**config.mk**
```make
export PLATFORM = sky130hd
export DESIGN_NAME = two_pulse_wide_inc_counter
export DESIGN_NICKNAME = d
export VERILOG_FILES = /design/src/rtl/two_pulse_wide_inc_counter_pkg.sv /design/src/rtl/two_pulse_wide_inc_counter.sv
export SDC_FILE = /design/constraint.sdc
export NUM_CORES = 1
export LEC_CHECK = 0
export CAP_MARGIN = 5
export CORE_AREA = 2 2 39 41
export CTS_BUF_LIST = sky130_fd_sc_hd__clkbuf_8 sky130_fd_sc_hd__clkbuf_16
export DETAILED_ROUTE_END_ITERATION = 8
export DIE_AREA = 0 0 41 43
export PLACE_DENSITY = 0.52
export SYNTH_ARGS = -nofsm -noshare
export SYNTH_HDL_FRONTEND = slang
export SYNTH_SLANG_ARGS = --single-unit
```
**constraint.sdc**
```tcl
create_clock -name clk -period 1.6 [get_ports clk]
set_clock_uncertainty 0.1 [all_clocks]
set_input_delay 0.24 -clock clk [delete_from_list [all_inputs] [get_ports clk]]
set_output_delay 0.24 -clock clk [all_outputs]
set_load 0.01 [all_outputs]
```
**src/rtl/two_pulse_wide_inc_counter_pkg.sv**
```systemverilog
// Shared defaults for the pulse-qualified event counter.
// Holds the common width constants and the run-length sizing helper.
package two_pulse_wide_inc_counter_pkg;

  localparam int CNT_W_DEF   = 4;
  localparam int PULSE_W_DEF = 2;

  // Run length must reach PULSE_W+1 ("too long").
  function automatic int run_w(input int pw);
    return $clog2(pw + 2);
  endfunction

endpackage

```
**src/rtl/two_pulse_wide_inc_counter.sv**
```systemverilog
// Counts inc pulses that are exactly PULSE_W samples wide.
// Counting happens at the first low sample after the pulse.
module two_pulse_wide_inc_counter
  import two_pulse_wide_inc_counter_pkg::*;
#(
  parameter int CNT_W   = CNT_W_DEF,
  parameter int PULSE_W = PULSE_W_DEF
) (
  input  logic             clk,
  input  logic             rst,
  input  logic             inc,
  output logic [CNT_W-1:0] cnt
);

  localparam int RUN_W = run_w(PULSE_W);

  localparam logic [RUN_W-1:0] RUN_HIT =
    RUN_W'(PULSE_W);
  localparam logic [RUN_W-1:0] RUN_MAX =
    RUN_W'(PULSE_W + 1);

  logic [RUN_W-1:0] r_run;
  logic [CNT_W-1:0] r_cnt;
  logic             w_hit;
  logic             w_sat;

  assign w_hit = !inc && (r_run == RUN_HIT);
  assign w_sat = (r_run == RUN_MAX);

  // Track the high run length, saturating at too-long.
  always_ff @(posedge clk) begin
    if (rst) begin
      r_run <= '0;
    end else if (inc) begin
      if (!w_sat) r_run <= r_run + 1'b1;
    end else begin
      r_run <= '0;
    end
  end

  // Bump the wrapping count on a qualified falling sample.
  always_ff @(posedge clk) begin
    if (rst) begin
      r_cnt <= '0;
    end else if (w_hit) begin
      r_cnt <= r_cnt + 1'b1;
    end
  end

  assign cnt = r_cnt;

endmodule

```
==> out/results.tsv, run 1 <==
metric	value	unit
status	finished clean	
initial_core_util	20.4	%
synth_top_cell_area_share	42.5	%
yosysTopAreaCell	dfxtp_1	
post_cts_buffers	0	
r2r-start	r_run[0]	
clk_pin_slew	40	ps
yosysMostFrequentCell	nor2_1	
die-area	1760	um2
root_buffer	clkbuf_8	
seq_area_frac_synth	42.5	%
max_clock_freq	664	MHz
io_buffers	6	
grt_pass1_wl	890	um
cts_tree	done	
viasPerCell	3.96	
final_cells	55	
hold_viol	0	
ff_latch_area	120	um2
grt_max_degree	6	
fp-row-count	14	
dp_cells	52	
design_area	419	um2
cp-start-kind	register	
crit_fanout	4	
crit_path_end_kind	primary output	
crit_type	reg2out	
synthToLayoutAreaGrowth	48.2	%
rsz0062_at_grt	false	
synth_edf_count	0	
worst_slew_pin_slew	165	ps
cts_resized	0	
whs_path_depth	2	
wl_per_cell	8.64	um
holdCritStartpoint	r_run[1]	
num_vias	218	
ys_ff_latch	6	
post_route_cells_drive_above_1_share	17.9	%
syn_inst	28	
dieHeight	43	um
grtUsageTotal	8.84	%
slowest_stage	clkdlybuf4s50_1	
hp-class	reg2reg	
antenna_cells	0	
critPathTopFamily	buffers and inverters	
final.setup.tns	0	ps
total_leakage_power	0.182	nW
slew_violations	0	
grt_pass1_vias	218	
insertion_delay	220	ps
worst_ep_required_time	1260	ps
power.density	960	nW/um2
synth_area_leaders	dfxtp_1 42%, ha_1 13%, nor2_1 9.3%	
worstReg2RegEnd	cnt[3]	
ir_drop	0.445	mV
synth.avg_cell_area	10.1	um2
yosysWarningCount	0	
detailed_place.area	378	um2
min_period	1510	ps
nets	47	
cts_hold_buf	0	
die_x	41	um
setup_viol	0	
core_area	1380	um2
cts_buffer_depth	2	
cts_sinks	6	
detail_route.drc_violations	0	
maxCapViolCount	0	
wirelength	475	um
reg2reg_slack	220	ps
synth.distinct_cells	14	
cts-buffers-inserted	3	
relSlewSlack	89.0	%
multi_input_area	159	um2
postLayoutCoreUtil	30.3	%
crit_path_cell_trace	clkdlybuf4s50_1	
slowest_delay	560	ps
n_fill_cell	150	
place_congestion	0.654	
crit_buf_inv	1	
firstDrtPassIters	1	
ios	7	
synth_commonest_cells	7 x nor2_1, 6 x dfxtp_1, 3 x ha_1	
synth_nets	34	
syn-cell-area	283	um2
worst_ep_arrival_time	1170	ps
min_to	r_run[1]	
async_flop_share	0	%
finalCritPeriodShare	94.2	%
antenna_found_initial	0	
drtIter0Drc	0	
r2r_cells	5	
grt_overflow	0	
cts_max_level	1	
post-dp-hpwl	370	um
ant_nets	0	
ys.flop_type	dfxtp_1	
## registers in the layout, summed over array words and instances, names as in the netlist
register / count
r_run: 2
cnt: 4
## where the power goes
part / switching [W] / internal, W / total (W) / leakage (nW)
logic: 0.00000981 / 0.0000144 / 0.0000242 / 0.112
clock network: 0.0000603 / 0.000161 / 0.000222 / 0.0216
registers: 0.00000284 / 0.000154 / 0.000157 / 0.0487
## metrics by stage
step | hold WS (ps) | total power, W | setup slack [ps]
2_1_floorplan | 212 | 0.000170 | 276
3_3_place_gp | 415 | 0.000184 | 116
3_5_place_dp | 424 | 0.000183 | 87.0
4_1_cts | 432 | 0.000416 | 76.5
5_1_grt | 482 | 0.000427 | 34.4
6_report | 420 | 0.000402 | 93.5
## placed cells by master, fill, tap and decap left out, drive strengths merged
cell type,n
clkbuf,3
dfxtp,6
clkdlybuf4s50,6
nor2,7
nor2b,1
xor2,2
inv,1
a21oi,1
buf,2
mux2i,1
mux2,1
xnor2,1
ha,3
nand3b,1
and2b,1
nand2b,1
nand4,1
## worst max path at each step
stage	start	end	depth (start not counted)
2_1_floorplan	r_run[0]	cnt[3]	5
3_3_place_gp	inc	cnt[3]	4
3_5_place_dp	inc	cnt[3]	4
4_1_cts	cnt[0]	cnt[0]	1
5_1_grt	cnt[0]	cnt[0]	1
6_report	cnt[0]	cnt[0]	1
## cell type report
class	count	share of cell area [%]
repair buffers	8	17.9
inverters	1	0.896
clock buffers	3	9.85
flip-flops and latches	6	28.7
multi-input cells	21	37.9
well taps	16	4.78
## metal layers
metal / share of wire (%) / vias up / track usage [%]
met5: 0 / - / 0
met4: 0 / 0 / 6.00
met3: 7.6 / 0 / 9.42
met2: 53 / 7 / 11.3
met1: 39 / 97 / 8.04
li1: - / 114 / -
## kinds of logic (layout without fill, tap and decap cells)
family / Yosys count / in the layout / share of synthesized area, %
adder cells (fa/ha/maj): 3 / 3 / 13.3
flip-flops: 6 / 6 / 42.5
multiplexers: 2 / 2 / 7.52
AO/OA/AOI/OAI: 1 / 1 / 1.77
XOR/XNOR: 3 / 3 / 9.29
buffers and inverters: 1 / 12 / 1.33
AND/OR/NAND/NOR: 12 / 12 / 24.3
(Power assumes the default switching activity.)
==> run 2: changes to the inputs <==
==> constraint.sdc (replaced) <==
create_clock -name clk -period 1.7 [get_ports clk]
set_clock_uncertainty 0.1 [all_clocks]
set_input_delay 0.255 -clock clk [delete_from_list [all_inputs] [get_ports clk]]
set_output_delay 0.255 -clock clk [all_outputs]
set_load 0.01 [all_outputs]
==> run 2 against run 1 <==
Against the previous run:
- global-route usage is 1.5 points lower
- hold slack better by 15 ps
- sequential share of layout area is 0.52 points higher
- first-iteration DRC count stayed put
- critical path type unchanged
- critical endpoint unchanged
- largest power group unchanged
==> out/results.tsv, run 2 (same netlist as run 1, synthesis figures left out) <==
metric	value	unit	change
setup_viol	0		unchanged
power.density	921	nW/um2	-4.0%
hold_viol	0		unchanged
largest_register_ff_count	4		unchanged
place_congestion	0.604		-7.7%
max_clock_freq	662	MHz	
crit_buf_inv	1		unchanged
initial_core_util	20.4	%	unchanged
core_area	1380	um2	unchanged
final_cells	54		-1.8%
r2r_cells	5		unchanged
fp-row-count	14		unchanged
worst_slew_pin_slew	168	ps	+2.93 ps
grtUsageTotal	7.34	%	-1.5 points
worst_ep_required_time	1340	ps	+80 ps
die-area	1760	um2	unchanged
cts_max_level	1		unchanged
hp-class	reg2reg		
dp_cells	51		-1.9%
detailed_place.area	370	um2	-2.0%
detail_route.drc_violations	0		unchanged
grt_max_degree	6		unchanged
cts_tree	done		
cts_buffer_depth	2		unchanged
crit_path_end_kind	primary output		
relSlewSlack	88.8	%	-0.22 points
finalCritPeriodShare	88.9	%	
dpl_worst_slack	121	ps	+33.7 ps
antenna_found_initial	0		unchanged
postLayoutCoreUtil	29.7	%	-0.54 points
ir_drop	0.488	mV	+9.5%
grt_pass1_wl	848	um	-4.7%
die_x	41	um	unchanged
post_route_cells_drive_above_1_share	15.8	%	-2.2 points
clk_pin_slew	40	ps	about the same
rsz0062_at_grt	false		
worst_slack	189	ps	+95.4 ps
viasPerCell	3.96		about the same
insertion_delay	220	ps	about the same
num_vias	214		-1.8%
ant_nets	0		unchanged
nets	46		-2.1%
antenna_cells	0		unchanged
design_area	412	um2	-1.8%
crit_fanout	4		unchanged
grt_overflow	0		unchanged
final.setup.tns	0	ps	unchanged
crit_type	reg2out		
post-dp-hpwl	354	um	-4.3%
maxCapViolCount	0		unchanged
cp-start-kind	register		
post_cts_buffers	0		unchanged
ios	7		unchanged
wl_per_cell	9.07	um	+5.1%
met2_usage	11.3	%	unchanged
gr-usage-met3	4.71	%	-4.7 points
wirelength	490	um	+3.2%
grt_use_met1	7.12	%	-0.92 points
cts_resized	0		unchanged
slowest_stage	clkdlybuf4s50_1		
mostFrequentLayoutCells	7 x nor2_1, 6 x dfxtp_1, 6 x clkdlybuf4s50_1		
status	finished clean		
min_period	1510	ps	
drtIter0Drc	0		unchanged
final_common_cell	nor2_1		
firstDrtPassIters	1		unchanged
critPathTopFamily	buffers and inverters		
cts-buffers-inserted	3		unchanged
cts_hold_buf	0		unchanged
io_buffers	6		unchanged
slowest_delay	560	ps	about the same
worst_ep_arrival_time	1160	ps	about the same
total_leakage_power	0.177	nW	-3.0%
grt_pass1_vias	241		+11%
n_fill_cell	148		-1.3%
cts_sinks	6		unchanged
grt_busiest_layer	met2		
slew_violations	0		unchanged
root_buffer	clkbuf_8		
dieHeight	43	um	unchanged
crit_path_cell_trace	clkdlybuf4s50_1		
synthToLayoutAreaGrowth	45.6	%	
worst-path-stages	1		unchanged
whs_path_depth	2		unchanged
run 2: changes by cell type in the layout (fill, tap and decap cells not counted):
cell	change
buf_4	-1
run 2: metal layers:
layer / vias to the layer above / share of wire [%] / wire length, um
li1: 113 / - / -
met1: 98 / 44 / 214
met2: 3 / 54 / 265
met3: 0 / 2.0 / 10
met4: 0 / 0 / 0
met5: - / 0 / 0
run 2: layout make-up:
type | count | area (um2) | share of cell area, %
Sequential cell | 6 | 120 | 29.2
Inverter | 1 | 3.75 | 0.912
Multi-Input combinational cell | 21 | 159 | 38.6
Tap cell | 16 | 20.0 | 4.86
Clock buffer | 3 | 41.3 | 10.0
Timing Repair Buffer | 7 | 67.6 | 16.4
run 2: where the power goes:
part,internal [W],switching (W)
Combinational,0.0000131,0.00000972
Clock,0.000152,0.0000574
Sequential,0.000145,0.00000270
run 2: path summary, 6_finish.rpt:
| path | startpoint | end | slack (ps) |
|---|---|---|---|
| max | cnt[0] | cnt[0] | 190 |
| max reg2reg | r_run[0] | cnt[3] | 290 |
| min | r_run[1] | r_run[1] | 440 |
| min reg2reg | r_run[1] | r_run[1] | 440 |
run 2: metrics by stage:
| step | hold WS (ps) | power (W) |
|---|---|---|
| CTS | 448 | 0.000389 |
| global placement | 410 | 0.000172 |
| floorplan | 227 | 0.000160 |
| finish | 436 | 0.000379 |
| global route | 466 | 0.000396 |
| detailed placement | 418 | 0.000172 |
run 2: worst min-delay path: stages, from the launching register on:
cell     delay (ps)
dfxtp_1         350
a21oi_1          80
nor2_1           70
